**src/rtl/mainfsm_ext_pkg.sv**
```systemverilog
`default_nettype none
// ============================================================================
// Module      : mainfsm_ext_pkg
// Description : Shared state encoding and datapath mux codes for the
//               extended multi-cycle ARM control FSM.
// Revision    : 1.0 - initial release
// ============================================================================
package mainfsm_ext_pkg;

    // Controller states; StateOut exposes this encoding for debug.
    typedef enum logic [3:0] {
        FETCH    = 4'd0,
        DECODE   = 4'd1,
        EXECUTER = 4'd2,
        EXECUTEI = 4'd3,
        ALUWB    = 4'd4,
        MEMADR   = 4'd5,
        MEMRD    = 4'd6,
        MEMWB    = 4'd7,
        MEMWR    = 4'd8,
        BRLINK   = 4'd9,
        BRANCH   = 4'd10,
        MULEXEC  = 4'd11,
        MULWB    = 4'd12,
        UNDEF    = 4'd13
    } state_t;

    // ALU operand B select
    localparam logic [1:0] c_SRCB_REG  = 2'b00;
    localparam logic [1:0] c_SRCB_IMM  = 2'b01;
    localparam logic [1:0] c_SRCB_FOUR = 2'b10;
    localparam logic [1:0] c_SRCB_ZERO = 2'b11;

    // Writeback result select
    localparam logic [1:0] c_RES_ALUOUT = 2'b00;
    localparam logic [1:0] c_RES_DATA   = 2'b01;
    localparam logic [1:0] c_RES_ALURES = 2'b10;
    localparam logic [1:0] c_RES_MUL    = 2'b11;

endpackage
`default_nettype wire

```
**src/rtl/mainfsm_ext_if.sv**
```systemverilog
`default_nettype none
// ============================================================================
// Module      : mainfsm_ext_if
// Description : Decoder-to-controller inputs and controller-to-datapath
//               control bundle. master = controller, slave = datapath side.
// Revision    : 1.0 - initial release
// ============================================================================
interface mainfsm_ext_if;
    logic [1:0] Op;
    logic [5:0] Funct;
    logic       IsMul;
    logic       Link;
    logic       MemReady;

    logic       IRWrite;
    logic       AdrSrc;
    logic       ALUSrcA;
    logic [1:0] ALUSrcB;
    logic [1:0] ResultSrc;
    logic       NextPC;
    logic       RegW;
    logic       LinkSel;
    logic       MemW;
    logic       MemReq;
    logic       Branch;
    logic       ALUOp;
    logic       MulStart;
    logic       Undef;
    logic [3:0] StateOut;

    modport master (
        input  Op, Funct, IsMul, Link, MemReady,
        output IRWrite, AdrSrc, ALUSrcA, ALUSrcB, ResultSrc, NextPC, RegW,
               LinkSel, MemW, MemReq, Branch, ALUOp, MulStart, Undef, StateOut
    );

    modport slave (
        output Op, Funct, IsMul, Link, MemReady,
        input  IRWrite, AdrSrc, ALUSrcA, ALUSrcB, ResultSrc, NextPC, RegW,
               LinkSel, MemW, MemReq, Branch, ALUOp, MulStart, Undef, StateOut
    );
endinterface
`default_nettype wire

```
**src/rtl/mul_wait_counter.sv**
```systemverilog
`default_nettype none
// ============================================================================
// Module      : mul_wait_counter
// Description : Loadable down-counter timing the multiply execute phase.
//               Saturates at zero; o_zero flags the final MULEXEC cycle.
// Revision    : 1.0 - initial release
// ============================================================================
module mul_wait_counter #(
    parameter int WIDTH = 3
) (
    input  wire logic             clk,
    input  wire logic             reset,
    input  wire logic             i_load,
    input  wire logic [WIDTH-1:0] i_load_val,
    input  wire logic             i_dec,
    output logic      [WIDTH-1:0] o_count,
    output logic                  o_zero
);

    logic [WIDTH-1:0] r_count;

    // Load on MULEXEC entry, otherwise count down to zero and hold.
    always_ff @(posedge clk or negedge reset) begin
        if (!reset) begin
            r_count <= '0;
        end else if (i_load) begin
            r_count <= i_load_val;
        end else if (i_dec && (r_count != '0)) begin
            r_count <= r_count - 1'b1;
        end
    end

    assign o_count = r_count;
    assign o_zero  = (r_count == '0);

endmodule
`default_nettype wire

```
**src/rtl/mainfsm_ext.sv**
```systemverilog
`default_nettype none
// ============================================================================
// Module      : mainfsm_ext
// Description : Multi-cycle ARM main control FSM with memory wait states,
//               iterative multiply, branch-with-link and undefined trap.
// Revision    : 1.0 - initial release
// ============================================================================
module mainfsm_ext
    import mainfsm_ext_pkg::*;
#(
    parameter bit MUL_EN      = 1'b1,
    parameter int MUL_CYCLES  = 4,
    parameter bit MEM_WAIT_EN = 1'b1
) (
    input  wire logic          clk,
    input  wire logic          reset,
    mainfsm_ext_if.master      bus
);

    localparam int c_CNT_W = $clog2(MUL_CYCLES + 1);
    localparam logic [c_CNT_W-1:0] c_MUL_LOAD = c_CNT_W'(MUL_CYCLES - 1);

    state_t               r_state;
    state_t               w_next;
    logic                 w_rdy;
    logic                 w_cnt_load;
    logic                 w_cnt_dec;
    logic                 w_cnt_zero;
    logic [c_CNT_W-1:0]   w_cnt;

    logic       w_irwrite, w_adrsrc, w_alusrca, w_nextpc, w_regw, w_linksel;
    logic       w_memw, w_memreq, w_branch, w_aluop, w_mulstart, w_undef;
    logic [1:0] w_alusrcb, w_resultsrc;
    logic       w_unused_funct;

    // Memory completion qualifier; without wait support every access is one cycle.
    generate
        if (MEM_WAIT_EN) begin : g_mem_wait
            assign w_rdy = bus.MemReady;
        end else begin : g_no_mem_wait
            assign w_rdy = 1'b1;
        end
    endgenerate

    // Counter is loaded on the DECODE->MULEXEC transition so the first
    // MULEXEC cycle sees MUL_CYCLES-1 and the last sees zero.
    assign w_cnt_load = (r_state == DECODE) && (w_next == MULEXEC);
    assign w_cnt_dec  = (r_state == MULEXEC);

    mul_wait_counter #(
        .WIDTH (c_CNT_W)
    ) u_mul_cnt (
        .clk        (clk),
        .reset      (reset),
        .i_load     (w_cnt_load),
        .i_load_val (c_MUL_LOAD),
        .i_dec      (w_cnt_dec),
        .o_count    (w_cnt),
        .o_zero     (w_cnt_zero)
    );

    // State register; reset restarts at FETCH, abandoning any pending access.
    always_ff @(posedge clk or negedge reset) begin
        if (!reset) begin
            r_state <= FETCH;
        end else begin
            r_state <= w_next;
        end
    end

    // Next-state and Moore control decode (FETCH strobes qualified by rdy).
    always_comb begin
        w_next      = FETCH;
        w_irwrite   = 1'b0;
        w_adrsrc    = 1'b0;
        w_alusrca   = 1'b0;
        w_alusrcb   = c_SRCB_REG;
        w_resultsrc = c_RES_ALUOUT;
        w_nextpc    = 1'b0;
        w_regw      = 1'b0;
        w_linksel   = 1'b0;
        w_memw      = 1'b0;
        w_memreq    = 1'b0;
        w_branch    = 1'b0;
        w_aluop     = 1'b0;
        w_mulstart  = 1'b0;
        w_undef     = 1'b0;
        case (r_state)
            FETCH: begin
                w_memreq    = 1'b1;
                w_alusrca   = 1'b1;
                w_alusrcb   = c_SRCB_FOUR;
                w_resultsrc = c_RES_ALURES;
                w_irwrite   = w_rdy;
                w_nextpc    = w_rdy;
                w_next      = w_rdy ? DECODE : FETCH;
            end
            DECODE: begin
                w_alusrca   = 1'b1;
                w_alusrcb   = c_SRCB_FOUR;
                w_resultsrc = c_RES_ALURES;
                if ((bus.Op == 2'b00) && bus.IsMul) begin
                    w_next = MUL_EN ? MULEXEC : UNDEF;
                end else begin
                    case (bus.Op)
                        2'b00:   w_next = bus.Funct[5] ? EXECUTEI : EXECUTER;
                        2'b01:   w_next = MEMADR;
                        2'b10:   w_next = bus.Link ? BRLINK : BRANCH;
                        default: w_next = UNDEF;
                    endcase
                end
            end
            EXECUTER: begin
                w_aluop   = 1'b1;
                w_alusrcb = c_SRCB_REG;
                w_next    = ALUWB;
            end
            EXECUTEI: begin
                w_aluop   = 1'b1;
                w_alusrcb = c_SRCB_IMM;
                w_next    = ALUWB;
            end
            ALUWB: begin
                w_regw      = 1'b1;
                w_resultsrc = c_RES_ALUOUT;
                w_next      = FETCH;
            end
            MEMADR: begin
                w_alusrcb = c_SRCB_IMM;
                w_next    = bus.Funct[0] ? MEMRD : MEMWR;
            end
            MEMRD: begin
                w_memreq = 1'b1;
                w_adrsrc = 1'b1;
                w_next   = w_rdy ? MEMWB : MEMRD;
            end
            MEMWB: begin
                w_regw      = 1'b1;
                w_resultsrc = c_RES_DATA;
                w_next      = FETCH;
            end
            MEMWR: begin
                w_memreq = 1'b1;
                w_memw   = 1'b1;
                w_adrsrc = 1'b1;
                w_next   = w_rdy ? FETCH : MEMWR;
            end
            BRLINK: begin
                w_alusrca   = 1'b1;
                w_alusrcb   = c_SRCB_ZERO;
                w_resultsrc = c_RES_ALURES;
                w_regw      = 1'b1;
                w_linksel   = 1'b1;
                w_next      = BRANCH;
            end
            BRANCH: begin
                w_branch    = 1'b1;
                w_alusrca   = 1'b0;
                w_alusrcb   = c_SRCB_IMM;
                w_resultsrc = c_RES_ALURES;
                w_next      = FETCH;
            end
            MULEXEC: begin
                w_mulstart = (w_cnt == c_MUL_LOAD);
                w_next     = w_cnt_zero ? MULWB : MULEXEC;
            end
            MULWB: begin
                w_regw      = 1'b1;
                w_resultsrc = c_RES_MUL;
                w_next      = FETCH;
            end
            UNDEF: begin
                w_undef = 1'b1;
                w_next  = FETCH;
            end
            default: begin
                w_next = FETCH;
            end
        endcase
    end

    // Enables are held low while reset is asserted; muxes show FETCH values.
    assign bus.IRWrite   = w_irwrite  & reset;
    assign bus.NextPC    = w_nextpc   & reset;
    assign bus.RegW      = w_regw     & reset;
    assign bus.MemW      = w_memw     & reset;
    assign bus.MemReq    = w_memreq   & reset;
    assign bus.Branch    = w_branch   & reset;
    assign bus.MulStart  = w_mulstart & reset;
    assign bus.Undef     = w_undef    & reset;
    assign bus.AdrSrc    = w_adrsrc;
    assign bus.ALUSrcA   = w_alusrca;
    assign bus.ALUSrcB   = w_alusrcb;
    assign bus.ResultSrc = w_resultsrc;
    assign bus.LinkSel   = w_linksel;
    assign bus.ALUOp     = w_aluop;
    assign bus.StateOut  = r_state;

    // Funct[4:1] carry ALU function bits consumed by the ALU decoder, not here.
    assign w_unused_funct = ^bus.Funct[4:1];

endmodule
`default_nettype wire

```
**src/flat_wrapper.sv**
```systemverilog
// flat-port wrapper written by rule: the top's interface ports become plain ports
module mainfsm_ext_flat import mainfsm_ext_pkg::*;
#(
    parameter bit MUL_EN      = 1'b1,
    parameter int MUL_CYCLES  = 4,
    parameter bit MEM_WAIT_EN = 1'b1
)
  (clk, reset, bus_Op, bus_Funct, bus_IsMul, bus_Link, bus_MemReady, bus_IRWrite, bus_AdrSrc, bus_ALUSrcA, bus_ALUSrcB, bus_ResultSrc, bus_NextPC, bus_RegW, bus_LinkSel, bus_MemW, bus_MemReq, bus_Branch, bus_ALUOp, bus_MulStart, bus_Undef, bus_StateOut);
  mainfsm_ext_if bus_i ();
  input  wire logic clk;
  input  wire logic reset;
  input wire logic [$bits(bus_i.Op)-1:0] bus_Op;
  input wire logic [$bits(bus_i.Funct)-1:0] bus_Funct;
  input wire logic [$bits(bus_i.IsMul)-1:0] bus_IsMul;
  input wire logic [$bits(bus_i.Link)-1:0] bus_Link;
  input wire logic [$bits(bus_i.MemReady)-1:0] bus_MemReady;
  output wire logic [$bits(bus_i.IRWrite)-1:0] bus_IRWrite;
  output wire logic [$bits(bus_i.AdrSrc)-1:0] bus_AdrSrc;
  output wire logic [$bits(bus_i.ALUSrcA)-1:0] bus_ALUSrcA;
  output wire logic [$bits(bus_i.ALUSrcB)-1:0] bus_ALUSrcB;
  output wire logic [$bits(bus_i.ResultSrc)-1:0] bus_ResultSrc;
  output wire logic [$bits(bus_i.NextPC)-1:0] bus_NextPC;
  output wire logic [$bits(bus_i.RegW)-1:0] bus_RegW;
  output wire logic [$bits(bus_i.LinkSel)-1:0] bus_LinkSel;
  output wire logic [$bits(bus_i.MemW)-1:0] bus_MemW;
  output wire logic [$bits(bus_i.MemReq)-1:0] bus_MemReq;
  output wire logic [$bits(bus_i.Branch)-1:0] bus_Branch;
  output wire logic [$bits(bus_i.ALUOp)-1:0] bus_ALUOp;
  output wire logic [$bits(bus_i.MulStart)-1:0] bus_MulStart;
  output wire logic [$bits(bus_i.Undef)-1:0] bus_Undef;
  output wire logic [$bits(bus_i.StateOut)-1:0] bus_StateOut;
  assign bus_i.Op = bus_Op;
  assign bus_i.Funct = bus_Funct;
  assign bus_i.IsMul = bus_IsMul;
  assign bus_i.Link = bus_Link;
  assign bus_i.MemReady = bus_MemReady;
  assign bus_IRWrite = bus_i.IRWrite;
  assign bus_AdrSrc = bus_i.AdrSrc;
  assign bus_ALUSrcA = bus_i.ALUSrcA;
  assign bus_ALUSrcB = bus_i.ALUSrcB;
  assign bus_ResultSrc = bus_i.ResultSrc;
  assign bus_NextPC = bus_i.NextPC;
  assign bus_RegW = bus_i.RegW;
  assign bus_LinkSel = bus_i.LinkSel;
  assign bus_MemW = bus_i.MemW;
  assign bus_MemReq = bus_i.MemReq;
  assign bus_Branch = bus_i.Branch;
  assign bus_ALUOp = bus_i.ALUOp;
  assign bus_MulStart = bus_i.MulStart;
  assign bus_Undef = bus_i.Undef;
  assign bus_StateOut = bus_i.StateOut;
  mainfsm_ext #(.MUL_EN(MUL_EN), .MUL_CYCLES(MUL_CYCLES), .MEM_WAIT_EN(MEM_WAIT_EN)) u_core (.clk(clk), .reset(reset), .bus(bus_i));
endmodule
```
**config.mk**
```make
export PLATFORM = sky130hd
export DESIGN_NAME = mainfsm_ext_flat
export DESIGN_NICKNAME = d
export VERILOG_FILES = /design/src/rtl/mainfsm_ext_pkg.sv /design/src/rtl/mainfsm_ext_if.sv /design/src/rtl/mul_wait_counter.sv /design/src/rtl/mainfsm_ext.sv /design/src/flat_wrapper.sv
export SDC_FILE = /design/constraint.sdc
export NUM_CORES = 1
export LEC_CHECK = 0
export BUFFER_PORTS_ARGS = -buffer_cell sky130_fd_sc_hd__buf_2
export CORE_AREA = 2 2 46 48
export DETAILED_ROUTE_END_ITERATION = 12
export DIE_AREA = 0 0 48 50
export PLACE_DENSITY = 0.68
export SYNTH_ARGS = -nofsm -noshare
export SYNTH_HDL_FRONTEND = slang
export SYNTH_SLANG_ARGS = --single-unit
export TNS_END_PERCENT = 100
```
**constraint.sdc**
```tcl
create_clock -name clk -period 1.45 [get_ports clk]
set_input_delay 0.145 -clock clk [delete_from_list [all_inputs] [get_ports clk]]
set_output_delay 0.145 -clock clk [all_outputs]
set_load 0.05 [all_outputs]
```
==> flow_summary.toml, run 1 <==
[outcome]
status = "finished with violations"
violations = "negative setup slack"

[cells_and_area]
drive_gt1_frac = 0.7032
layout.nets = 172
fin_area_um2 = 1568
num_antenna_cells = 0
area.growth.synth_to_final_pct = 116.4
fin_cells = 182
nFillCells = 109

[floorplanning]
die_x_um = 48
die_h_um = 50
die_area_um2 = 2400
core-area_um2 = 1902
io_pins = 33
rows = 16
initial_core_util = 0.3809

[power]
ir_drop_v = 0.001679
comb_power_share = 0.837
p_per_area_nw_per_um2 = 2544
p_switching_w = 0.002122
intPower_w = 0.001867
power_frac_clock = 0.050
power_w = 0.003989
p_leak_nw = 0.7182
seqPwrFrac = 0.114
p_sw_frac = 0.5319

[placed_design]
dpl-instance-area_um2 = 1235
dp_cells = 167
hpwl_um = 1733
gp_congestion = 0.7675
port_buffers = 28

[routing]
remaining_drc_errors = 0
first_pass_iters = 4
antenna_left = 0
vias = 953
wire_per_inst_um = 16.20
viasPerCell = 5.236
drtIter0Drc = 26
wirelength_um = 2949

[worst_setup_path]
path_cells = "buf_12, nor2b_4, nor3_4, o32ai_4, buf_6"
slowest_delay_ns = 0.51
critical_path_buf_inv_count = 2
crit_type = "reg -> out"
crit_required_ns = 1.31
slowest_stage = "dfrtp_2"
cp_top_family = "flip-flops"
arrival_ns = 1.59
cp-end-kind = "output pin"
startpoint_type = "flop"
worstPathMaxFanout = 8

[cts]
cts_tree = "yes"
h-tree-depth = 1
clk_pin_slew_ns = 0.06
numCtsBuffers = 3
cts_root_buffer = "clkbuf_4"
clkLatencyLatePin_ns = 0.27
clock_sinks = 7
cts.path.max_buffers = 2

[synth]
yosysSeqAreaShare = 0.2418
ys_seq_elements = 7
syn_inst = 91
synth.avg_cell_area_um2 = 7.961
synth-async-reset-ratio = 1.000
synth_top_cell_by_area = "dfrtp_1"
synth.area.top_cells = "dfrtp_1 24%, ha_1 5.2%, nand2b_1 5.2%"
synth_top_area_frac = 0.2418
synth-edff-count = 0
synth_ff_type = "dfrtp_1"
ys_types = 41
synth_warnings = 0
synthesis.nets = 107
syn_area_um2 = 724.4
ys_top_cells_by_count = "7 x dfrtp_1, 7 x nand2_1, 7 x nor3_1"

[grt]
grt_pass1_wl_um = 4560
grt.total_usage = 0.2713
grt_max_degree = 11
grt_pass1_vias = 954
antenna_found_initial = 0
gr-total-overflow = 0

[sta]
setup_ws_ns = -0.2861
fin_crit_sh = 1.197
finalSetupViolCount = 19
rsz0062_at_grt = "true"
slew_violations = 0
skew_ns = 0.002103
tightest_slew_ns = 0.3094
period_needed_ns = 1.736
slew_headroom = 0.7930
hold_violations = 0
max_freq_mhz = 576.0
finalSetupTns_ns = -3.624

[min_path]
hold_path_class = "in -> reg"

[job]
cap_violations = 0
[state kept, by name, indices dropped and copies added (netlist names)]
signal / cells
u_core.bus.StateOut: 4
u_core.u_mul_cnt.o_count: 3
[layout by cell type, fill, tap and decap left out, drive strengths merged, types with 2 or more instances in the layout]
master  instances
buf            65
nand2           7
nor3            7
nor2            7
dfrtp           7
a21oi           6
nand2b          6
inv             6
o21ai           4
clkbuf          4
nor2b           4
ha              3
xor2            2
a21boi          2
o32ai           2
nand3b          2
nand3           2
nor4            2
a31o            2
or2             2
[cells by family after synthesis]
kind of cell	Yosys count	synth area share
multiplexers	1	0.01382
flip-flops	7	0.2418
buffers and inverters	12	0.08979
adder cells (fa/ha/maj)	3	0.05182
AO/OA/AOI/OAI	23	0.2332
XOR/XNOR	3	0.03628
AND/OR/NAND/NOR	42	0.3333
[final cells by class]
type / count / area (µm²) / share of cell area
clock buffers: 4 / 26.28 / 0.01676
well taps: 27 / 33.78 / 0.02155
repair buffers: 66 / 563.0 / 0.3591
inverters: 6 / 32.53 / 0.02075
multi-input cells: 72 / 732.0 / 0.4669
flip-flops and latches: 7 / 180.2 / 0.1149
[power groups by stage]
stage | Sequential [W] | Clock, W | Combinational (W)
after CTS | 0.000439 | 0.000188 | 0.00322
after floorplan | 0.000528 | 0 | 0.00182
after global placement | 0.000448 | 0 | 0.00252
after global routing | 0.000467 | 0.000200 | 0.00350
after detailed placement | 0.000450 | 0 | 0.00258
final | 0.000454 | 0.000198 | 0.00334
[metal layers]
layer	track usage	share of wire	up-vias
met5	0	0	-
li1	-	-	450
met3	0.02198	0.032	10
met1	0.3386	0.40	460
met2	0.4533	0.54	33
met4	0.1171	0.027	0
[path summary, 6_finish.rpt]
check	from	endpoint	slack, ns	depth (start not counted)
worst max-delay path	u_core.bus.StateOut[1]	bus_ALUSrcB[0]	-0.29	5
worst min-delay path	bus_MemReady	u_core.bus.StateOut[3]	0.16	2
worst max register to register	u_core.bus.StateOut[2]	u_core.u_mul_cnt.o_count[2]	-0.14	6
worst min register to register	u_core.u_mul_cnt.o_count[1]	u_core.u_mul_cnt.o_count[1]	0.69	3
max in group asynchronous	reset	u_core.bus.StateOut[3]	0.77	3
min in group asynchronous	reset	u_core.u_mul_cnt.o_count[0]	0.36	2
[repair_timing]
action / CTS / global route
setup buffers: 10 / 1
endpoints found under the setup margin: 19 / 20
hold endpoints to repair: 7 / 0
pin swaps: 13 / 2
gates resized for setup: 54 / 6
hold buffers: 1 / 0
[through the flow]
step	utilization	hold WS, ns	setup WS [ns]
floorplan	-	-0.1506	-0.4850
global placement	0.6493	-0.01107	-0.06353
detailed placement	0.6493	-0.003459	-0.08667
CTS	0.8125	0.1309	-0.2420
global route	0.8243	0.1791	-0.3284
finish	0.8243	0.1627	-0.2861
Note: power is estimated with default switching activity, not from simulation.
==> inputs of run 2 (changes only) <==
--- a/config.mk
+++ b/config.mk
@@ -9,8 +9,10 @@
 export CORE_AREA = 2 2 46 48
 export DETAILED_ROUTE_END_ITERATION = 12
 export DIE_AREA = 0 0 48 50
-export PLACE_DENSITY = 0.68
+export PLACE_DENSITY = 0.7
+export SKIP_CTS_REPAIR_TIMING = 1
 export SYNTH_ARGS = -nofsm -noshare
 export SYNTH_HDL_FRONTEND = slang
+export SYNTH_HIERARCHICAL = 1
 export SYNTH_SLANG_ARGS = --single-unit
 export TNS_END_PERCENT = 100
==> flow_summary.toml, run 2 <==
[synth]
synth-async-reset-ratio = 1.000
ys_seq_elements = 7
syn_inst = 102
ys_types = 38
synth_ff_type = "dfrtp_1"
synth_top_area_frac = 0.2306
synth_top_cell_by_area = "dfrtp_1"
ys_top_cells_by_count = "8 x inv_1, 8 x nand2_1, 8 x nor2_1, 8 x nor3_1"
syn_area_um2 = 759.5
synth.area.top_cells = "dfrtp_1 23%, nor2b_1 5.8%, nor3_1 5.3%"
yosysSeqAreaShare = 0.2306
synth_warnings = 6
synth.avg_cell_area_um2 = 7.446
synth-edff-count = 0

[placed_design]
dpl_worst_slack_ns = -0.4563
gp_congestion = 0.7795
dpl-instance-area_um2 = 1185
hpwl_um = 1824
port_buffers = 28

[sta]
rsz0062_at_grt = "true"
fin_crit_sh = 1.380
period_needed_ns = 2.001
finalSetupViolCount = 22
finalSetupTns_ns = -5.878
hold_violations = 0
slew_violations = 0
skew_ns = 0.003734
setup_ws_ns = -0.5505
max_freq_mhz = 499.9

[cts]
clkLatencyLatePin_ns = 0.28
cts_tree = "yes"
numCtsBuffers = 3
cts_root_buffer = "clkbuf_4"
clk_pin_slew_ns = 0.06
h-tree-depth = 1
clock_sinks = 7
cts.path.max_buffers = 2

[power]
p_leak_nw = 0.7853
ir_drop_v = 0.002125
power_w = 0.004555
p_per_area_nw_per_um2 = 2584

[worst_setup_path]
path_cells = "inv_2, ha_4, ha_4, o22ai_2, a21o_2, nor3b_4, or4b_1, o211ai_1"
slowest_stage = "or4b_1"
crit_required_ns = 1.63
crit_type = "reg -> reg"
worstPathMaxFanout = 5
rr_worst_depth = 8
startpoint_type = "flop"
slowest_delay_ns = 0.53
arrival_ns = 2.18
cp-end-kind = "flop"
cp_common_cell = "ha_4"

[cells_and_area]
mostFrequentLayoutCells = "25 x buf_6, 22 x buf_4, 12 x buf_2, 7 x buf_8, 7 x nand2_1"
nFillCells = 57
largest_register_ffs = 4
fin_area_um2 = 1763
drive_gt1_frac = 0.6959
regArea_um2 = 180.2
num_antenna_cells = 0
area.growth.synth_to_final_pct = 132.1
multiInputGateArea_um2 = 755.7
final_common_cell = "buf_6"
layout.nets = 187
final_util = 0.9270

[floorplanning]
die_area_um2 = 2400
rows = 16
core-area_um2 = 1902
die_h_um = 50
initial_core_util = 0.3993
io_pins = 33
die_x_um = 48

[min_path]
hold_path_class = "in -> async"

[routing]
antenna_left = 0
first_pass_iters = 4
wire_per_inst_um = 22.69
viasPerCell = 6.000
wirelength_um = 4492
vias = 1188
drtIter0Drc = 53
remaining_drc_errors = 0

[grt]
grt_max_degree = 15
gr-total-overflow = 0
grt_pass1_vias = 878
grt.total_usage = 0.2323
grt_pass1_wl_um = 3898
antenna_found_initial = 0

[job]
cap_violations = 0

[outcome]
status = "finished with violations"
violations = "negative setup slack"
-- run 2: changes by cell type after synthesis, moves of 2 or more --
cell and change:
inv_1 +3, nor2_1 +2, a31o_1 -2, conb_1 +2
or4b_1 +3, nand2b_1 -2, o21ai_0 +2, buf_2 +2
nand3b_1 -2, nor2b_1 +3
-- run 2: power breakdown --
group / total [W] / leakage, nW / switching [W] / internal [W]
logic: 0.00388 / 0.689 / 0.00212 / 0.00176
clock network: 0.000207 / 0.0150 / 0.000100 / 0.000107
registers: 0.000467 / 0.0810 / 0.000174 / 0.000293
-- run 2: worst paths after layout --
path                                              from                     endpoint  slack [ns]
max                        u_core/u_mul_cnt/o_count[0]  u_core/u_mul_cnt/o_count[0]       -0.55
min                                              reset       u_core/bus.StateOut[2]        0.37
max reg2reg                u_core/u_mul_cnt/o_count[0]  u_core/u_mul_cnt/o_count[0]       -0.55
min reg2reg                     u_core/bus.StateOut[1]       u_core/bus.StateOut[3]        0.75
max in group asynchronous                        reset       u_core/bus.StateOut[0]        0.71
min in group clk                             bus_Op[0]       u_core/bus.StateOut[0]        0.37
-- run 2: area by class of cell --
type / instances / area share
inverters: 8 / 0.01987
well taps: 27 / 0.01916
multi-input cells: 80 / 0.4287
repair buffers: 72 / 0.4152
clock buffers: 4 / 0.01490
flip-flops and latches: 7 / 0.1022
-- run 2: critical path: cells and delay by family, from the launching register on --
family	cells	cell delay, ns
DFF	1	0.41
AOI/OAI and AO/OA	3	0.42
and+or+nand+nor	2	0.70
buffers and inverters	1	0.09
adders and majority gates	2	0.27
-- run 2: logic make-up (layout without fill, tap and decap cells) --
| kind of cell | Yosys count | count (layout) | synth area share |
|---|---|---|---|
| fa+ha+maj | 2 | 2 | 0.03294 |
| simple gates | 48 | 48 | 0.3624 |
| xor+xnor | 2 | 2 | 0.02307 |
| flops | 7 | 7 | 0.2306 |
| buf+inv | 16 | 84 | 0.1137 |
| other cells | 2 | 3 | 0.009888 |
| compound gates | 24 | 24 | 0.2125 |
| mux | 1 | 1 | 0.01483 |
-- run 2: per-stage QoR --
stage               cells  hold WS (ns)
CTS                   178       -0.2973
detailed placement    174      -0.01557
finish                198        0.3693
global route          198        0.3691
floorplan             103       -0.1506
global placement      174      -0.01545
-- run 2: metal layers --
| metal | wire length, µm | part of all wire | global-route usage |
|---|---|---|---|
| met5 | 0 | 0 | 0 |
| met3 | 463 | 0.10 | 0.02198 |
| met2 | 2123 | 0.47 | 0.3622 |
| met1 | 1623 | 0.36 | 0.2966 |
| met4 | 282 | 0.063 | 0.1351 |
==> inputs of run 3 (changes only) <==
--- a/config.mk
+++ b/config.mk
@@ -9,6 +9,7 @@
 export CORE_AREA = 2 2 46 48
 export DETAILED_ROUTE_END_ITERATION = 12
 export DIE_AREA = 0 0 48 50
+export MAX_ROUTING_LAYER = met4
 export PLACE_DENSITY = 0.7
 export SKIP_CTS_REPAIR_TIMING = 1
 export SYNTH_ARGS = -nofsm -noshare
==> flow_summary.toml, run 3 (synthesized netlist as in run 2, its figures left out) <==
[outcome]
status = "finished with violations"
violations = "negative setup slack"

[worst_setup_path]
cp_common_cell = "ha_4"
crit_required_ns = 1.61
cp-end-kind = "flop"
arrival_ns = 2.20
cp_top_family = "simple AND/OR/NAND/NOR gates"
slowest_delay_ns = 0.49
path_cells = "inv_2, ha_4, ha_4, o22ai_2, a21o_2, nor3b_4, or4b_1, o311ai_1"
startpoint_type = "flop"
critical_path_buf_inv_count = 1
worstPathMaxFanout = 5
slowest_stage = "or4b_1"
crit_type = "reg -> reg"

[routing]
vias = 1176
antenna_left = 0
wire_per_inst_um = 20.92
met1_length_um = 1494
drtIter0Drc = 70
wl_met2_um = 2022
met3_length_um = 305
maxUsedRoutingLayer = "met4"
remaining_drc_errors = 0
wirelength_um = 4121
viasPerCell = 5.970
first_pass_iters = 4

[job]
cap_violations = 0

[grt]
gr-total-overflow = 0
grt_pass1_wl_um = 3898
grt.total_usage = 0.2381
antenna_found_initial = 0
grt_max_degree = 15
grt_pass1_vias = 879

[sta]
setup_ws_ns = -0.5920
skew_ns = 0.001234
max_freq_mhz = 489.7
hold_violations = 0
rsz0062_at_grt = "true"
fin_crit_sh = 1.408
finalSetupTns_ns = -6.091
slew_violations = 0
finalSetupViolCount = 22
period_needed_ns = 2.042

[cts]
numCtsBuffers = 3
clkLatencyLatePin_ns = 0.28
clock_sinks = 7
h-tree-depth = 1
clk_pin_slew_ns = 0.06
cts_tree = "yes"
cts.path.max_buffers = 2
cts_root_buffer = "clkbuf_4"

[power]
intPower_w = 0.002104
p_leak_nw = 0.7714
power_w = 0.004458
seqPwrFrac = 0.105
p_per_area_nw_per_um2 = 2580
comb_power_share = 0.848
p_switching_w = 0.002354
power_frac_clock = 0.047
p_sw_frac = 0.5280
ir_drop_v = 0.001700

[cells_and_area]
nFillCells = 72
num_antenna_cells = 0
fin_area_um2 = 1728
largest_register_ffs = 4
area.growth.synth_to_final_pct = 127.5
final_common_cell = "buf_4"
layout.nets = 186
mostFrequentLayoutCells = "27 x buf_4, 19 x buf_6, 12 x buf_2"
drive_gt1_frac = 0.6882

[placed_design]
hpwl_um = 1824
gp_congestion = 0.7903
port_buffers = 28
dpl-instance-area_um2 = 1185

[floorplanning]
rows = 16
core-area_um2 = 1902
die_area_um2 = 2400
die_h_um = 50
die_x_um = 48
initial_core_util = 0.3993
io_pins = 33

[min_path]
hold_path_class = "in -> reg"
==> run 3: cell count changes in the layout (fill, tap and decap cells not counted) <==
cell     delta
buf_4       +5
buf_6       -6
inv_4       +1
inv_6       -1
nor2_2      -1
nor2_4      +1
nor2b_1     +1
nor2b_4     -1
==> run 3: path summary, 6_finish.rpt <==
| kind | slack (ns) | cells past startpoint | endpoint | from |
|---|---|---|---|---|
| min in group asynchronous | 0.36 | 2 | u_core/bus.StateOut[2] | reset |
| max reg2reg | -0.59 | 8 | u_core/u_mul_cnt/o_count[2] | u_core/u_mul_cnt/o_count[1] |
| min reg2reg | 0.70 | 1 | u_core/bus.StateOut[3] | u_core/bus.StateOut[1] |
| max in group asynchronous | 0.72 | 3 | u_core/bus.StateOut[0] | reset |
| max | -0.59 | 8 | u_core/u_mul_cnt/o_count[2] | u_core/u_mul_cnt/o_count[1] |
| min | 0.34 | 4 | u_core/bus.StateOut[3] | bus_Funct[0] |
==> run 3: metal layers <==
metal / up-vias / GRT usage
li1: 494 / -
met1: 553 / 0.2966
met2: 100 / 0.3622
met3: 29 / 0.02198
met4: 0 / 0.1351
met5: - / -
==> run 3: final cells by class <==
type                            count  area, µm²  area share
Clock buffer                        4      26.28     0.01521
Inverter                            8      32.53     0.01883
Multi-Input combinational cell     80      753.2      0.4359
Sequential cell                     7      180.2      0.1043
Tap cell                           27      33.78     0.01955
Timing Repair Buffer               71      701.9      0.4062
==> run 3: power groups by stage <==
stage	clock (W)	sequential, W	combinational (W)
floorplan	0	0.000520	0.00171
global placement	0	0.000392	0.00237
detailed placement	0	0.000399	0.00242
CTS	0.000193	0.000396	0.00242
global route	0.000217	0.000474	0.00390
finish	0.000210	0.000467	0.00378
==> run 3: tightest hold or removal path, delay by kind of cell <==
family	cells	cell delay [ns]
AO/OA/AOI/OAI	2	0.28
buffers and inverters	2	0.14
==> run 3: stage by stage <==
stage / setup slack [ns] / hold slack [ns] / instances / util
floorplan: -0.4967 / -0.1506 / 103 / -
global placement: -0.3783 / -0.01545 / 174 / 0.6230
detailed placement: -0.4563 / -0.01557 / 174 / 0.6230
CTS: -0.4832 / -0.2973 / 178 / 0.6368
global route: -0.6187 / 0.2790 / 197 / 0.9086
finish: -0.5920 / 0.3434 / 197 / 0.9086
